### config.mk
export PLATFORM = sky130hd
export DESIGN_NAME = serial_adder_seq
export DESIGN_NICKNAME = d
export VERILOG_FILES = /design/src/rtl/serial_adder_seq.sv
export SDC_FILE = /design/constraint.sdc
export NUM_CORES = 1
export LEC_CHECK = 0
export BUFFER_PORTS_ARGS = -buffer_cell sky130_fd_sc_hd__buf_2
export CAP_MARGIN = 20
export CORE_UTILIZATION = 40
export CTS_CLUSTER_DIAMETER = 100
export DETAILED_ROUTE_END_ITERATION = 6
export PLACE_DENSITY_LB_ADDON = 0.15
export REMOVE_ABC_BUFFERS = 1
export SYNTH_ARGS = -nofsm -noshare
export SYNTH_HDL_FRONTEND = slang
export SYNTH_SLANG_ARGS = --single-unit
export TNS_END_PERCENT = 100
### constraint.sdc
create_clock -name iClk -period 2.25 [get_ports iClk]
set_clock_uncertainty 0.15 [all_clocks]
set_input_delay 0.1125 -clock iClk [delete_from_list [all_inputs] [get_ports iClk]]
set_output_delay 0.1125 -clock iClk [all_outputs]
set_load 0.03 [all_outputs]
### src/rtl/serial_adder_seq.sv
// Bit-serial add/subtract sequencer: one full-adder cell and a carry flop, one bit per clock, LSB first.
// Optional accumulate mode (A loaded from the last result) is enabled by defining SERIAL_ADDER_ACC_EN.
module serial_adder_seq #(
    parameter int WIDTH = 8
) (
    input  logic             iClk,
    input  logic             iReset,
    input  logic             iStart,
    input  logic             iSub,
`ifdef SERIAL_ADDER_ACC_EN
    input  logic             iAcc,
`endif
    input  logic [WIDTH-1:0] iA,
    input  logic [WIDTH-1:0] iB,
    output logic             oBusy,
    output logic             oDone,
    output logic [WIDTH-1:0] oSum,
    output logic             oCarryout,
    output logic             oOverflow
);

    localparam int CW = $clog2(WIDTH) + 1;

    typedef enum logic [1:0] {
        IDLE = 2'd0,
        RUN  = 2'd1,
        DONE = 2'd2
    } state_t;

    state_t           state_q, state_d;
    logic [WIDTH-1:0] a_q, a_d;
    logic [WIDTH-1:0] b_q, b_d;
    logic [WIDTH-1:0] res_q, res_d;
    logic [WIDTH-1:0] sum_q, sum_d;
    logic             carry_q, carry_d;
    logic             cout_q, cout_d;
    logic             ovf_q, ovf_d;
    logic [CW-1:0]    cnt_q, cnt_d;
    logic             cell_sum;
    logic             cell_cout;
    logic [WIDTH-1:0] load_a;

    assign cell_sum  = a_q[0] ^ b_q[0] ^ carry_q;
    assign cell_cout = (a_q[0] & b_q[0]) | (carry_q & (a_q[0] ^ b_q[0]));

`ifdef SERIAL_ADDER_ACC_EN
    assign load_a = iAcc ? sum_q : iA;
`else
    assign load_a = iA;
`endif

    always_comb begin
        state_d = state_q;
        a_d     = a_q;
        b_d     = b_q;
        res_d   = res_q;
        sum_d   = sum_q;
        carry_d = carry_q;
        cout_d  = cout_q;
        ovf_d   = ovf_q;
        cnt_d   = cnt_q;
        case (state_q)
            IDLE, DONE: begin
                state_d = IDLE;
                // Subtraction is A + ~B + 1: invert B here and seed the carry with 1.
                if (iStart) begin
                    a_d     = load_a;
                    b_d     = iB ^ {WIDTH{iSub}};
                    carry_d = iSub;
                    cnt_d   = '0;
                    state_d = RUN;
                end
            end
            RUN: begin
                res_d   = {cell_sum, res_q[WIDTH-1:1]};
                carry_d = cell_cout;
                a_d     = a_q >> 1;
                b_d     = b_q >> 1;
                cnt_d   = cnt_q + CW'(1);
                // carry_q is the carry into the MSB on the last bit.
                if (cnt_q == CW'(WIDTH - 1)) begin
                    sum_d   = {cell_sum, res_q[WIDTH-1:1]};
                    cout_d  = cell_cout;
                    ovf_d   = carry_q ^ cell_cout;
                    state_d = DONE;
                end
            end
            default: state_d = IDLE;
        endcase
    end

    always_ff @(posedge iClk) begin
        if (iReset) begin
            state_q <= IDLE;
            a_q     <= '0;
            b_q     <= '0;
            res_q   <= '0;
            sum_q   <= '0;
            carry_q <= 1'b0;
            cout_q  <= 1'b0;
            ovf_q   <= 1'b0;
            cnt_q   <= '0;
        end else begin
            state_q <= state_d;
            a_q     <= a_d;
            b_q     <= b_d;
            res_q   <= res_d;
            sum_q   <= sum_d;
            carry_q <= carry_d;
            cout_q  <= cout_d;
            ovf_q   <= ovf_d;
            cnt_q   <= cnt_d;
        end
    end

    assign oBusy     = (state_q == RUN);
    assign oDone     = (state_q == DONE);
    assign oSum      = sum_q;
    assign oCarryout = cout_q;
    assign oOverflow = ovf_q;

endmodule
=== Word level (Yosys, flattened, before mapping) ===
Index checks and enable logic that the tools add are counted.

* Bits in registers: 41
* Bits of input ports: 20
* Output and inout bits: 12
* Word-level logic and storage cells: 38

* Add/sub/neg operators: 1
* Equal/unequal tests: 5
* Muxes and demuxes: 11
* Bitwise gates (word level): 7
* Reductions and logical operators: 5

{| class="wikitable"
|+ Operators with widths
! operator !! number
|-
| $pmux 8 s2 || 2
|-
| $mux 8 || 2
|-
| $pmux 4 s2 || 1
|-
| $xor 8x8->8 || 1
|-
| $add 4x1->4 const B || 1
|-
| $eq 4x3->1 const B || 1
|-
| $mux 4 || 1
|-
| $pmux 2 s2 || 1
|-
| $reduce_and 2->1 || 2
|-
| $xor 1x1->1 || 3
|-
| $and 1x1->1 || 2
|-
| $eq 2x1->1 const B || 1
|-
| $eq 2x2->1 const B || 1
|-
| $logic_not 2->1 || 1
|-
| $mux 1 || 2
|-
| $mux 2 || 1
|-
| $ne 2x1->1 const B || 1
|-
| $ne 2x2->1 const B || 1
|-
| $pmux 1 s2 || 1
|-
| $reduce_bool 2->1 || 1
|-
| $reduce_or 2->1 || 1
|-
| $or 1x1->1 || 1
|}

=== Depth between registers and ports, before layout ===
Gate-level depths: netlist (run 1).

* Depth after elaboration: 4
* Depth in mapped cells: 5
* Mapped depth without buffers: 4

=== Worst setup path before layout (run 1) ===
No wires, ideal clock.

* Path type: register -> register
* Start point: register cnt_q[0]
* End point: register cout_q, in the netlist oCarryout
* Setup time: 0.116 ns
* Arrival time: 1.207 ns
* Data required time: 1.984 ns
* Path slack: 0.778 ns
* Cell stages (with the launch flop): 6
* Path buffers: 1
* Clock period less this slack: 1.472 ns
* Cells stage by stage: dfxtp_1 > ha_1 > and3b_1 > and2_1 > buf_6 > a31o_1

* Cells in the longest elaborated chain, start to end: 2

{| class="wikitable"
|+ RTL lines
! item !! line !! RTL
|-
| start, declared || 38 || <nowiki>logic [CW-1:0] cnt_q, cnt_d;</nowiki>
|-
| start signal, assigned || 112 || <nowiki>cnt_q <= cnt_d;</nowiki>
|-
| $eq 4x3->1 || 81 || <nowiki>if (cnt_q == CW'(WIDTH - 1)) begin</nowiki>
|-
| $reduce_and 2->1 (no source line) || - ||
|-
| end signal, assigned || 110 || <nowiki>cout_q <= cout_d;</nowiki>
|-
| end, declared || 36 || <nowiki>logic cout_q, cout_d;</nowiki>
|}

No other way between the ends.
A chain may end at the register's enable or synchronous reset.

=== Worst setup path after layout (run 1) ===
* Start point: register state_q[1]
* End point: output port oBusy

* Cells in the longest elaborated chain, start to end: 1

{| class="wikitable"
|+ RTL lines
! item !! line !! RTL
|-
| start, declared || 30 || <nowiki>state_t state_q, state_d;</nowiki>
|-
| start signal, assigned || 104 || <nowiki>state_q <= state_d;</nowiki>
|-
| $eq 2x1->1 || 116 || <nowiki>assign oBusy = (state_q == RUN);</nowiki>
|-
| end, declared || 15 || <nowiki>output logic oBusy,</nowiki>
|}

No other way between the ends.

==> flow_summary_export.csv, run 1 <==
group,metric,value,unit
layout,drive_above_1_share,20.4,%
die,core_area,4120,um^2
clock_tree,cts_tree,"done",
grt,antenna_found_initial,0,
critical_path,crit_fanout,26,
critical_path,startpoint,"state_q[1]",
timing,fin_hold_ws,0.0784,ns
clock_tree,clk_pin_slew,0.07,ns
critical_path,r2r_cells,4,
timing,worst_slack,0.581,ns
die,io_pins,32,
critical_path,startpoint_type,"register",
placement,dp_worst_setup_slack,0.661,ns
critical_path,required,1.99,ns
clock_tree,numClockSinks,40,
critical_path,crit_path_end_kind,"primary output",
drt,drcViolationCount,0,
timing,setup_viol,0,
power_and_ir_drop,power,1.36,mW
min_path,min_path_type,"in2reg",
status,status,"finished clean",
job,drv_cap,0,
placement,dpl_cell_area,1910,um^2
synth,seq_area_frac_synth,45.4,%
layout,fin_util,50.5,%
synth,ys_warn_count,0,
critical_path,rr_endpoint,"cnt_q[3]",
layout,finalNonFillerCells,280,
critical_path,reg2reg_slack,0.66,ns
drt,postRouteAntennaNets,0,
synth,synth_cells,195,
grt,grt_pass1_vias,1331,
clock_tree,clk_latency,0.28,ns
synth,synth_seq_cells,40,
drt,wl_per_cell,13.2,um
critical_path,critPathArrivalTime,1.41,ns
timing,hold_viol_final,0,
drt,drt-initial-drc-count,130,
die,fp.dieH,68.4,um
grt,gr-usage-all-layers,17.3,%
drt,routed_wirelength,3690,um
die,die_w,68.4,um
layout,syn2layout_area_growth,17.8,%
timing,slew_violations,0,
timing,worst_pin_slew,0.443,ns
layout,nNetsFinal,252,
timing,slew_headroom,70.4,%
timing,max_freq,0.599,GHz
clock_tree,htree_levels,2,
synth,avgSynthCellArea,9.05,um^2
drt,num_vias,1479,
power_and_ir_drop,vdd.ir_drop.worst,0.478,mV
placement,portBuffers,31,
critical_path,cp-endpoint,"oBusy",
layout,antenna_cells,0,
placement,dpl.hpwl,2370,um
synth,synth_area,1760,um^2
timing,setup-tns-final,0,ns
drt,viasPerCell,5.28,
timing,rsz0062_at_grt,"no",
drt,first_pass_iters,4,
grt,grt_overflow_total,0,
placement,dp_cells,264,
clock_tree,postCtsSetupBuffers,0,
grt,grt_first_pass_wirelength,5880,um
clock_tree,cts_buffers,5,
power_and_ir_drop,leakagePower,0.853,nW
grt,grt_start_max_net_pins,29,
timing,min_period_over_period,74.2,%
die,rows,23,
clock_tree,clock-root-buffer,"clkbuf_8",
die,start_util,42.9,%
critical_path,crit-reg2reg-launch,"state_q[1]",
clock_tree,cts_resized,0,
timing,fin_crit,1.67,ns
placement,place_congestion,0.715,
power_and_ir_drop,p_per_area,655,nW/um^2
min_path,min_from,"iReset",
clock_tree,clockBufferDepth,2,
synth,synth_cell_type_count,30,
critical_path,setup.worst_path.class,"reg2out",
die,die_area,4680,um^2
layout,final_area,2080,um^2
how the worst min path moves through the flow:
stage / endpoint / slack (ns) / cells after the start
floorplan: oOverflow / 0.03 / 1
global placement: a_q[7] / 0.21 / 3
detailed placement: a_q[7] / 0.22 / 3
CTS: res_q[3] / 0.07 / 2
global route: cnt_q[1] / 0.08 / 2
finish: state_q[0] / 0.08 / 2
state kept, by name (all words and copies together), names as in the netlist:
register / count
a_q: 8
b_q: 8
oSum: 8
res_q: 7
cnt_q: 4
state_q: 2
carry_q: 1
oCarryout: 1
oOverflow: 1
cells in the final DEF (no fill, tap or decap), types with 2 or more instances in the layout:
cell type / n
a21oi_1: 37
a22oi_1: 15
a31o_1: 9
and3_1: 2
buf_2: 31
buf_4: 6
clkbuf_8: 5
dfxtp_1: 40
dlygate4sd3_1: 9
nand2_1: 17
nand2b_1: 12
nand3_1: 19
nor2b_1: 2
xor2_1: 8
where the power goes:
group / total (mW) / internal [mW] / switching [mW]
logic: 0.169 / 0.0723 / 0.0971
registers: 0.753 / 0.736 / 0.0170
clock network: 0.439 / 0.211 / 0.228
cells in the mapped netlist, drive strengths merged:
cell type / instances / area, um^2
a211oi: 1 / 12.5
a21o: 1 / 7.51
a21oi: 38 / 194
a22oi: 15 / 113
a31o: 9 / 78.8
and2: 1 / 6.26
and2b: 1 / 7.51
and3: 2 / 12.5
and3b: 1 / 8.76
buf: 17 / 113
clkbuf: 1 / 3.75
dfxtp: 40 / 801
fa: 1 / 20.0
ha: 1 / 12.5
inv: 2 / 7.50
mux2: 2 / 26.3
nand2: 17 / 63.8
nand2b: 12 / 75.1
nand3: 19 / 95.1
nand4: 1 / 6.26
nor2: 1 / 3.75
nor2b: 2 / 12.5
o21ai: 1 / 5.00
xnor2: 1 / 8.76
xor2: 8 / 70.1
final cells by class:
cell class | count | area, um^2
clock inverters | 1 | 5.00
fillers | 383 | 2040
well taps | 50 | 62.6
flip-flops and latches | 40 | 801
repair buffers | 46 | 290
clock buffers | 6 | 72.6
inverters | 2 | 7.51
multi-input cells | 135 | 840
what timing repair did:
item	4_1_cts	5_1_grt
endpoints found under the hold margin	9	0
hold buffers	9	0
endpoints found under the setup margin	0	0
worst max-delay path: stages (launching register included):
cell and delay [ns]:
dfxtp_1 0.32, nand2b_1 0.17, inv_2 0.35, buf_2 0.28
metal layers:
metal	up-vias	part of all wire (%)	global-route usage, %	wire length (um)
met3	5	5.1	4.50	187
met1	683	46	20.2	1720
met2	38	47	29.4	1750
met5	-	0	0	0
met4	0	1.0	7.55	38
li1	753	-	-	-
logic make-up (layout without fill, tap and decap cells):
group	Yosys count	in the layout	synth area share, %
AO/OA/AOI/OAI	65	65	23.3
XOR/XNOR	9	9	4.47
adder cells (fa/ha/maj)	2	2	1.84
buffers and inverters	20	55	7.02
flip-flops	40	40	45.4
multiplexers	2	2	1.49
AND/OR/NAND/NOR	57	57	16.5
(Power assumes the default switching activity.)
==> run 2: changes to the inputs <==
--- a/config.mk
+++ b/config.mk
@@ -5,6 +5,7 @@
 export SDC_FILE = /design/constraint.sdc
 export NUM_CORES = 1
 export LEC_CHECK = 0
+export ABC_AREA = 1
 export BUFFER_PORTS_ARGS = -buffer_cell sky130_fd_sc_hd__buf_2
 export CAP_MARGIN = 20
 export CORE_UTILIZATION = 40
==> constraint.sdc (replaced) <==
create_clock -name iClk -period 1.4 [get_ports iClk]
set_clock_uncertainty 0.15 [all_clocks]
set_input_delay 0.07 -clock iClk [delete_from_list [all_inputs] [get_ports iClk]]
set_output_delay 0.07 -clock iClk [all_outputs]
set_load 0.03 [all_outputs]
==> run 2 against run 1 <==
Compared with the run above: die area up 0.76%; cell count is 33% higher; sequential share of layout area down 6.5 points.
==> flow_summary_export.csv, run 2 <==
group,metric,value,unit
status,status,"finished clean",
critical_path,crit-reg2reg-launch,"state_q[0]",
timing,min_period_over_period,99.8,%
placement,place_congestion,0.703,
critical_path,required,1.18,ns
grt,grt_first_pass_wirelength,6350,um
layout,syn2layout_area_growth,41.5,%
layout,fin_util,60.7,%
power_and_ir_drop,vdd.ir_drop.worst,0.635,mV
synth,synth.area.top_cells,"dfxtp_1 (45%), nand2_1 (18%), nand3_1 (7.9%), inv_1 (7.2%), a21oi_1 (5.9%)",
min_path,min_path_type,"in2reg",
drt,postRouteAntennaNets,0,
die,fp.dieH,68.7,um
drt,viasPerCell,4.64,
grt,antenna_found_initial,0,
placement,portBuffers,31,
synth,ys_warn_count,0,
grt,grt_overflow_total,0,
timing,hold_viol_final,0,
drt,routed_wirelength,4120,um
layout,final_area,2520,um^2
timing,slew_violations,0,
critical_path,crit_family,"buffers and inverters",
die,die_w,68.7,um
critical_path,rr_endpoint,"b_q[0]",
drt,num_vias,1727,
timing,slew_headroom,84.2,%
synth,synth_cell_type_count,21,
synth,synth_top_area_share,45.0,%
layout,n_fill_cell,398,
clock_tree,numClockSinks,40,
critical_path,cp_num_cells,5,
critical_path,r2r_cells,8,
critical_path,crit_fanout,4,
synth,synth_async_sr_flop_share,0,%
power_and_ir_drop,p_per_area,986,nW/um^2
clock_tree,clock-root-buffer,"clkbuf_8",
drt,first_pass_iters,4,
layout,layout_common_cells,"nand2_1 (75), dfxtp_1 (37), inv_1 (33)",
job,drv_cap,0,
drt,drt-initial-drc-count,85,
synth,synth_top_area_cell,"dfxtp_1",
timing,worst_pin_slew,0.235,ns
timing,fin_hold_ws,0.00956,ns
placement,dp_cells,343,
placement,dpl.hpwl,2570,um
synth,synth_cells,257,
grt,gr-usage-all-layers,18.4,%
synth,seq_area_frac_synth,45.0,%
layout,final_common_cell,"nand2_1",
drt,wl_per_cell,11.1,um
grt,grt_start_max_net_pins,18,
die,start_util,42.9,%
clock_tree,cts_buffers,5,
clock_tree,clk_pin_slew,0.07,ns
critical_path,critPathArrivalTime,1.18,ns
critical_path,cp_cell_sequence,"buf_6 > inv_4 > nor2_4 > buf_12 > buf_8",
die,rows,23,
critical_path,reg2reg_slack,0.03,ns
drt,drcViolationCount,0,
critical_path,startpoint_type,"register",
critical_path,crit_buf_inv,4,
layout,drive_above_1_share,28.9,%
timing,max_freq,0.716,GHz
synth,synth_seq_cells,40,
synth,synth_common_cells,"nand2_1 (83), dfxtp_1 (40), inv_1 (34)",
layout,antenna_cells,0,
die,die_area,4720,um^2
clock_tree,htree_levels,2,
critical_path,setup.worst_path.class,"reg2out",
min_path,min_from,"iB[5]",
min_path,min_to,"b_q[5]",
clock_tree,clk_latency,0.29,ns
die,core_area,4140,um^2
min_path,worstHoldPathCells,7,
placement,dpl_cell_area,2070,um^2
timing,fin_crit,1.40,ns
timing,setup_viol,0,
synth,synth_area,1780,um^2
clock_tree,clockBufferDepth,2,
timing,setup-tns-final,0,ns
grt,grt_pass1_vias,1558,
synth,synth_edf_count,0,
synth,ys.flop_type,"dfxtp_1",
synth,avgSynthCellArea,6.92,um^2
critical_path,slowest_delay,0.34,ns
synth,post-synth-top-count-cell,"nand2_1",
power_and_ir_drop,leakagePower,1.20,nW
layout,finalNonFillerCells,372,
clock_tree,cts_tree,"done",
timing,rsz0062_at_grt,"yes",
die,io_pins,32,
critical_path,cp_slowest_cell,"dfxtp_2",
layout,nNetsFinal,343,
critical_path,crit_path_end_kind,"primary output",
==> run 2: repair_timing <==
| item | in CTS | in global routing |
|---|---|---|
| pin swaps | 1 | 12 |
| gates resized for setup | 6 | 35 |
| hold buffers | 12 | 0 |
| buffers inserted | 1 | 4 |
| endpoints found under the hold margin | 12 | 0 |
| cloned | 1 | 3 |
| endpoints found under the setup margin | 10 | 37 |
==> run 2: routing by layer <==
layer / vias to the layer above / routed length (um) / share of wire (%) / global-route usage [%]
met1: 758 / 2010 / 49 / 22.6
met5: - / 0 / 0 / 0
li1: 926 / - / - / -
met2: 36 / 1850 / 45 / 30.4
met4: 0 / 65 / 1.6 / 8.33
met3: 7 / 186 / 4.5 / 4.11
==> run 2: worst register-to-register path, cell delays in order (launching register included) <==
cell and delay, ns:
dfxtp_2 0.34, buf_6 0.11, inv_4 0.04, nor2_4 0.15, bufbuf_16 0.30, nand2_1 0.06, nand3_1 0.08, nand2_1 0.05
inv_1 0.04
==> run 2: layout make-up <==
type	instances	area, um^2	share of cell area (%)
clock buffers	8	90.1	3.58
inverters	37	145	5.77
repair buffers	66	554	22.0
well taps	50	62.6	2.49
multi-input cells	171	857	34.1
flip-flops and latches	40	807	32.1
==> run 2: metrics by stage <==
stage                     power, mW  worst slack [ns]
after floorplan                1.44            -0.186
after global placement         1.59            0.0418
after CTS                      2.43           -0.0241
after detailed placement       1.59           -0.0209
final                          2.48           0.00342
after global routing           2.62           -0.0511
==> run 2: cells by family after synthesis <==
logic type      synth area share, %
compound gates                 11.1
xor+xnor                      0.493
fa+ha+maj                      1.83
buf+inv                        11.1
flops                          45.0
simple gates                   30.4
==> run 2: worst max path at each step <==
stage                    start      end
floorplan           state_q[0]  oSum[0]
global placement    state_q[1]   a_q[5]
detailed placement    cnt_q[0]  oSum[7]
CTS                 state_q[1]   a_q[6]
global route        state_q[0]   b_q[3]
finish              state_q[0]    oBusy
==> run 2: where the power goes <==
part / leakage [nW] / switching, mW / internal (mW)
Sequential: 0.328 / 0.0322 / 1.20
Clock: 0.0455 / 0.375 / 0.402
Combinational: 0.831 / 0.236 / 0.238
